## src/rtl/clint_responder.sv

```systemverilog
// clint_responder: core-local interruptor (msip, mtime, mtimecmp) on the MMIO bus.
// Optional prescaler for mtime enabled by defining CLINT_PRESCALE_EN.
//
// Ports:
//   clk, rst          - clock, asynchronous active-high reset
//   req_valid/ready   - request handshake (accepted when both high)
//   req_write         - 1 = store, 0 = load
//   req_addr          - byte address, bits [2:0] ignored
//   req_wdata/wmask   - store data and per-bit write mask
//   resp_valid/ready  - response handshake
//   resp_rdata        - load data (0 for stores)
//   resp_err          - address not mapped to a register
//   timer_irq         - mtime >= mtimecmp (unsigned)
//   soft_irq          - msip bit 0
module clint_responder #(
    parameter logic [63:0] BASE     = 64'h0200_0000,
    parameter int unsigned TICK_DIV = 16
) (
    input  logic        clk,
    input  logic        rst,
    input  logic        req_valid,
    output logic        req_ready,
    input  logic        req_write,
    input  logic [63:0] req_addr,
    input  logic [63:0] req_wdata,
    input  logic [63:0] req_wmask,
    output logic        resp_valid,
    input  logic        resp_ready,
    output logic [63:0] resp_rdata,
    output logic        resp_err,
    output logic        timer_irq,
    output logic        soft_irq
);

    localparam logic [15:0] OFF_MSIP = 16'h0000;
    localparam logic [15:0] OFF_CMP  = 16'h4000;
    localparam logic [15:0] OFF_TIME = 16'hBFF8;

    typedef enum logic {
        IDLE = 1'b0,
        RESP = 1'b1
    } state_t;

    state_t      state_q, state_d;
    logic [63:0] rdata_q, rdata_d;
    logic        err_q, err_d;
    logic        msip_q, msip_d;
    logic [63:0] mtime_q, mtime_d;
    logic [63:0] mtimecmp_q, mtimecmp_d;

    logic [63:0] offset;
    logic        in_win;
    logic        sel_msip, sel_cmp, sel_time;
    logic        accept, wr;
    logic [63:0] rd_data;
    logic        rd_err;
    logic        tick;

    function automatic logic [63:0] merge(
        input logic [63:0] old,
        input logic [63:0] wd,
        input logic [63:0] wm
    );
        return (old & ~wm) | (wd & wm);
    endfunction

    // Window test done on the offset so BASE need not be 64 KiB aligned.
    assign offset   = req_addr - BASE;
    assign in_win   = (offset[63:16] == 48'd0);
    assign sel_msip = in_win && (offset[15:3] == OFF_MSIP[15:3]);
    assign sel_cmp  = in_win && (offset[15:3] == OFF_CMP[15:3]);
    assign sel_time = in_win && (offset[15:3] == OFF_TIME[15:3]);

    assign req_ready  = (state_q == IDLE);
    assign resp_valid = (state_q == RESP);
    assign resp_rdata = rdata_q;
    assign resp_err   = err_q;
    assign timer_irq  = (mtime_q >= mtimecmp_q);
    assign soft_irq   = msip_q;

    assign accept = req_ready & req_valid;
    assign wr     = accept & req_write;

    always_comb begin
        rd_data = 64'd0;
        rd_err  = 1'b1;
        unique case (1'b1)
            sel_msip: begin
                rd_data = {63'd0, msip_q};
                rd_err  = 1'b0;
            end
            sel_cmp: begin
                rd_data = mtimecmp_q;
                rd_err  = 1'b0;
            end
            sel_time: begin
                rd_data = mtime_q;
                rd_err  = 1'b0;
            end
            default: ;
        endcase
    end

`ifdef CLINT_PRESCALE_EN
    localparam logic [15:0] DIV_LAST = 16'(TICK_DIV - 1);

    logic [15:0] presc_q, presc_d;

    assign tick = (presc_q == DIV_LAST);

    // A write to mtime restarts the tick period.
    always_comb begin
        presc_d = tick ? 16'd0 : presc_q + 16'd1;
        if (wr && sel_time) presc_d = 16'd0;
    end

    always_ff @(posedge clk or posedge rst) begin
        if (rst) presc_q <= 16'd0;
        else     presc_q <= presc_d;
    end
`else
    logic unused_div;

    assign tick       = 1'b1;
    assign unused_div = ^TICK_DIV;
`endif

    logic unused_low;
    assign unused_low = ^offset[2:0];

    // Request/response FSM; read data is captured on the accept edge.
    always_comb begin
        state_d = state_q;
        rdata_d = rdata_q;
        err_d   = err_q;
        unique case (state_q)
            IDLE: begin
                if (req_valid) begin
                    state_d = RESP;
                    rdata_d = req_write ? 64'd0 : rd_data;
                    err_d   = rd_err;
                end
            end
            RESP: begin
                if (resp_ready) state_d = IDLE;
            end
        endcase
    end

    // Register updates; an mtime write overrides the tick increment.
    always_comb begin
        msip_d     = msip_q;
        mtimecmp_d = mtimecmp_q;
        mtime_d    = tick ? mtime_q + 64'd1 : mtime_q;
        if (wr && sel_msip && req_wmask[0]) msip_d = req_wdata[0];
        if (wr && sel_cmp)
            mtimecmp_d = merge(mtimecmp_q, req_wdata, req_wmask);
        if (wr && sel_time)
            mtime_d = merge(mtime_q, req_wdata, req_wmask);
    end

    always_ff @(posedge clk or posedge rst) begin
        if (rst) begin
            state_q    <= IDLE;
            rdata_q    <= 64'd0;
            err_q      <= 1'b0;
            msip_q     <= 1'b0;
            mtime_q    <= 64'd0;
            mtimecmp_q <= '1;
        end else begin
            state_q    <= state_d;
            rdata_q    <= rdata_d;
            err_q      <= err_d;
            msip_q     <= msip_d;
            mtime_q    <= mtime_d;
            mtimecmp_q <= mtimecmp_d;
        end
    end

endmodule

```

## config.mk

```make
export PLATFORM = sky130hd
export DESIGN_NAME = clint_responder
export DESIGN_NICKNAME = d
export VERILOG_FILES = /design/src/rtl/clint_responder.sv
export SDC_FILE = /design/constraint.sdc
export NUM_CORES = 1
export LEC_CHECK = 0
export BUFFER_PORTS_ARGS = -buffer_cell sky130_fd_sc_hd__buf_2
export CORE_ASPECT_RATIO = 1.5
export CORE_MARGIN = 8
export CORE_UTILIZATION = 45
export DETAILED_ROUTE_END_ITERATION = 7
export GPL_TIMING_DRIVEN = 0
export HOLD_SLACK_MARGIN = 0.12
export PLACE_DENSITY = 0.71
export SLEW_MARGIN = 20
export SYNTH_ARGS = -nofsm -noshare
export SYNTH_HDL_FRONTEND = slang
export SYNTH_SLANG_ARGS = --single-unit
```

## constraint.sdc

```tcl
create_clock -name clk -period 5.9 [get_ports clk]
set_clock_uncertainty 0.15 [all_clocks]
set_input_delay 0.295 -clock clk [delete_from_list [all_inputs] [get_ports clk]]
set_output_delay 0.295 -clock clk [all_outputs]
set_load 0.01 [all_outputs]
```

After elaboration in Yosys (flattened, before gate mapping) --
Cells that the tools add are included.
Operators by class: bitwise operators 9, muxes and demuxes 7, reduce and logical (&&, ||, !) cells 11, add/subtract/negate cells 2, eq/ne operators 2, magnitude comparators 1
Operator list (number):
- 64-bit bitwise AND | 3
- 64-bit case mux with 3 select lines | 1
- 64-bit two-way mux | 2
- 64-bit OR | 2
- 64-bit by 1-bit adder with 64-bit output (second input constant) | 1
- 64-bit greater-or-equal comparator | 1
- 64-bit NOT | 1
- 64-bit by 26-bit subtractor with 64-bit output (second input constant) | 1
- 48-bit zero test | 1
- 13-bit by 12-bit == test with 1-bit output (second input constant) | 1
- 13-bit == test (second input constant) | 1
- 13-bit zero test | 1
- 1-bit logical AND | 7
- 1-bit two-way mux | 3
- 3-bit OR reduction | 1
- 1-bit bitwise AND | 2
- 1-bit case mux with 2 select lines | 1
- 2-bit AND reduction | 1
- 1-bit NOT | 1
Storage, ports and cells: input bits 197, logic and storage cells 38, output and inout port bits 69, register bits 195

Depth between registers and ports, before layout --
word-level depth 5, gate-level depth with buffers 14, depth with buffers taken out 11

Least setup slack after synthesis --
OpenSTA, ideal clock, no wires.
path kind input port to flip-flop, start point input port req_addr[56], end point register (tool-made name), setup time 0.082 ns, data arrival time 3.505 ns, path buffers 2, path slack 2.163 ns, cell stages on the path 11, data required time 5.668 ns, cells stage by stage or4_1 and4bb_1 nand4_1 or4b_1 and2_4 or4_4 buf_6 nor3_4 buf_6 nand2_1 mux2_4
RTL lines:
- from (decl) | RTL line 24 | input logic [63:0] req_addr,

==> results.tsv <==
metric	value	unit
status	finished clean	
dr.pass1.iters	7	
end_kind	flip-flop	
maxCapViolations	0	
placed_cells	1903	
layout.nets	2045	
ys_warn_count	0	
ys_types	68	
cts_buffer_depth	2	
synth-edff-count	0	
io_pins	266	
die_w	149	um
core.rowCount	73	
finalPower	2930	uW
cts_sinks	195	
clkLatencyLatePin	0.46	ns
grt_pass1_vias	12672	
path_cells	nand4_1 > nor4_1 > nand4_1 > nor2_1 > nand4_1 > nor3_1 > clkbuf_1 > a21oi_1 > a311oi_1 > dlygate4sd3_1	
hold_violations	0	
synth_area_per_cell	9.23	um^2
postCtsHoldBufs	197	
synth_flop_cell	dfrtp_1	
post_cts_resize_count	0	
area_delta_synth_final	37.3	%
core-area	0.0264	mm^2
root_buffer	clkbuf_16	
drtAntennaViolNets	0	
setup_violations	0	
synth_top_area_frac	0.273	
cp.arrival	5.65	ns
synth_area_leaders	dfrtp_1, dfstp_2, nand2_1	
numCtsBuffers	17	
leakage	0.00791	uW
worstMarginPinSlew	1.08	ns
synth_async_sr_flop_share	1.00	
required	6.15	ns
cts_tree	built	
synth_top_area_cell	dfrtp_1	
instances_no_fill	2137	
rsz0062_at_grt	false	
num_vias	12392	
ys_seq_elements	195	
ys_seq_area_frac	0.413	
cp_common_cell	nand4_1	
vias_per_cell	5.80	
dieArea	0.0323	mm^2
initial_core_util	0.455	
max_freq	185	MHz
synthCells	1300	
crit_type	flip-flop to flip-flop	
clk_pin_slew	0.08	ns
ir_drop	0.216	mV
cts.htree.levels	4	
dieHeight	216	um
antenna_found_initial	2	
path_max_fanout	10	
grt_first_pass_wirelength	69400	um
start_kind	flip-flop	
slowest_stage	nor3_1	
grt_max_degree	95	
hold_class	input pin to async pin	
critPathMaxStageDelay	0.99	ns
syn-cell-area	0.0120	mm^2
hpwlAfterDp	32100	um
drive_gt1_frac	0.264	
drtIter0Drc	843	
grt_overflow	0	
fillers	2206	
period_needed	5.40	ns
syn_nets	1563	
wirelength	45200	um
period_share	0.916	
postCtsSetupBuffers	0	
powerDensity	178	mW/mm^2
gr-usage-all-layers	0.278	
drc	0	
whs	0.163	ns
portBuffers	262	
max-slew-margin-rel	0.273	
drv_slew	0	
globalplace.congestion	0.921	
wl_per_cell	21.2	um
==> kinds of logic after synthesis <==
group           after synthesis  share of synthesized area
compound gates              266                      0.155
xor+xnor                      5                    0.00365
fa+ha+maj                    66                     0.0688
buf+inv                     134                     0.0483
flops                       195                      0.413
mux                          82                     0.0929
simple gates                552                      0.218
==> synthesized netlist by cell type (23+ instances only) <==
cell type / n
nand2_1: 274
and3_1: 25
dfrtp_1: 131
nand3_1: 34
mux2_4: 57
a21oi_1: 52
a22oi_1: 65
dfstp_2: 64
a211oi_1: 23
nor4_1: 23
nand4_1: 39
nor2_1: 70
inv_1: 83
o21ai_0: 31
clkbuf_1: 25
ha_1: 66
nor3_1: 26
==> worst max-delay path, delay by kind of cell (launching register included) <==
family	cells	cell delay [ns]
simple gates	6	3.11
flops	1	0.50
buf+inv	2	1.17
compound gates	2	0.39
==> cells in the final DEF (no fill, tap or decap), types with 6 or more instances in the layout <==
| cell | count |
|---|---|
| o21a_1 | 7 |
| a221oi_1 | 17 |
| mux2i_1 | 18 |
| mux2_4 | 57 |
| nor2b_1 | 13 |
| clkbuf_1 | 26 |
| nor4_1 | 23 |
| a21o_1 | 19 |
| inv_1 | 82 |
| o21ai_0 | 31 |
| clkbuf_16 | 17 |
| nand4_1 | 39 |
| buf_2 | 278 |
| dfrtp_1 | 131 |
| ha_1 | 66 |
| nand3_1 | 34 |
| a22oi_1 | 65 |
| a21boi_0 | 7 |
| nor3_1 | 24 |
| a31oi_1 | 10 |
| buf_6 | 7 |
| dfstp_2 | 64 |
| mux2_2 | 7 |
| a21oi_1 | 52 |
| nor2_1 | 70 |
| o221a_2 | 6 |
| dlygate4sd3_1 | 197 |
| nand2_1 | 274 |
| and3_1 | 25 |
| a211oi_1 | 23 |
==> path summary, 6_finish.rpt <==
| check | from | end | slack [ns] | cells past startpoint |
|---|---|---|---|---|
| worst max-delay path | flip-flop | flip-flop | 0.50 | 10 |
| worst min-delay path | rst | resp_rdata[23]$_DFFE_PP0P_ | 0.16 | 3 |
| worst max register to register | flip-flop | flip-flop | 0.50 | 10 |
| worst min register to register | resp_rdata[0]$_DFFE_PP0P_ | resp_rdata[0]$_DFFE_PP0P_ | 0.33 | 2 |
| max in group asynchronous | rst | async pin | 4.67 | 4 |
| min in group clk | req_addr[7] | resp_err$_DFFE_PP0P_ | 0.21 | 6 |
==> final cells by class <==
cell class / instances / area [um^2] / area share
plain buffers: 51 / 268 / 0.0163
repair buffers: 463 / 3350 / 0.204
clock buffers: 20 / 457 / 0.0277
clock inverters: 12 / 203 / 0.0123
inverters: 83 / 319 / 0.0194
multi-input cells: 971 / 6480 / 0.393
diodes: 5 / 12.5 / 0.000760
well taps: 337 / 422 / 0.0256
flip-flops and latches: 195 / 4960 / 0.301
==> routing by layer <==
metal / wire length, um / track usage
met4: 2210 / 0.160
met5: 0 / 0
met3: 2920 / 0.0505
met1: 16700 / 0.309
met2: 23400 / 0.486
==> report_power, final <==
part	total, uW	switching, uW	internal, uW
Combinational	259	133	125
Clock	1330	555	777
Sequential	1340	0.459	1340
==> metrics by stage <==
step,setup slack [ns],setup TNS [ns],area (um^2),util
after floorplan,0.249,0,12000,-
after global placement,-2.23,-293.14,13700,0.520
after detailed placement,0.785,0,13800,0.524
after CTS,0.641,0,16500,0.624
after global routing,0.353,0,16500,0.624
final,0.496,0,16500,0.624
No activity file was read; power rests on OpenSTA's default activity.
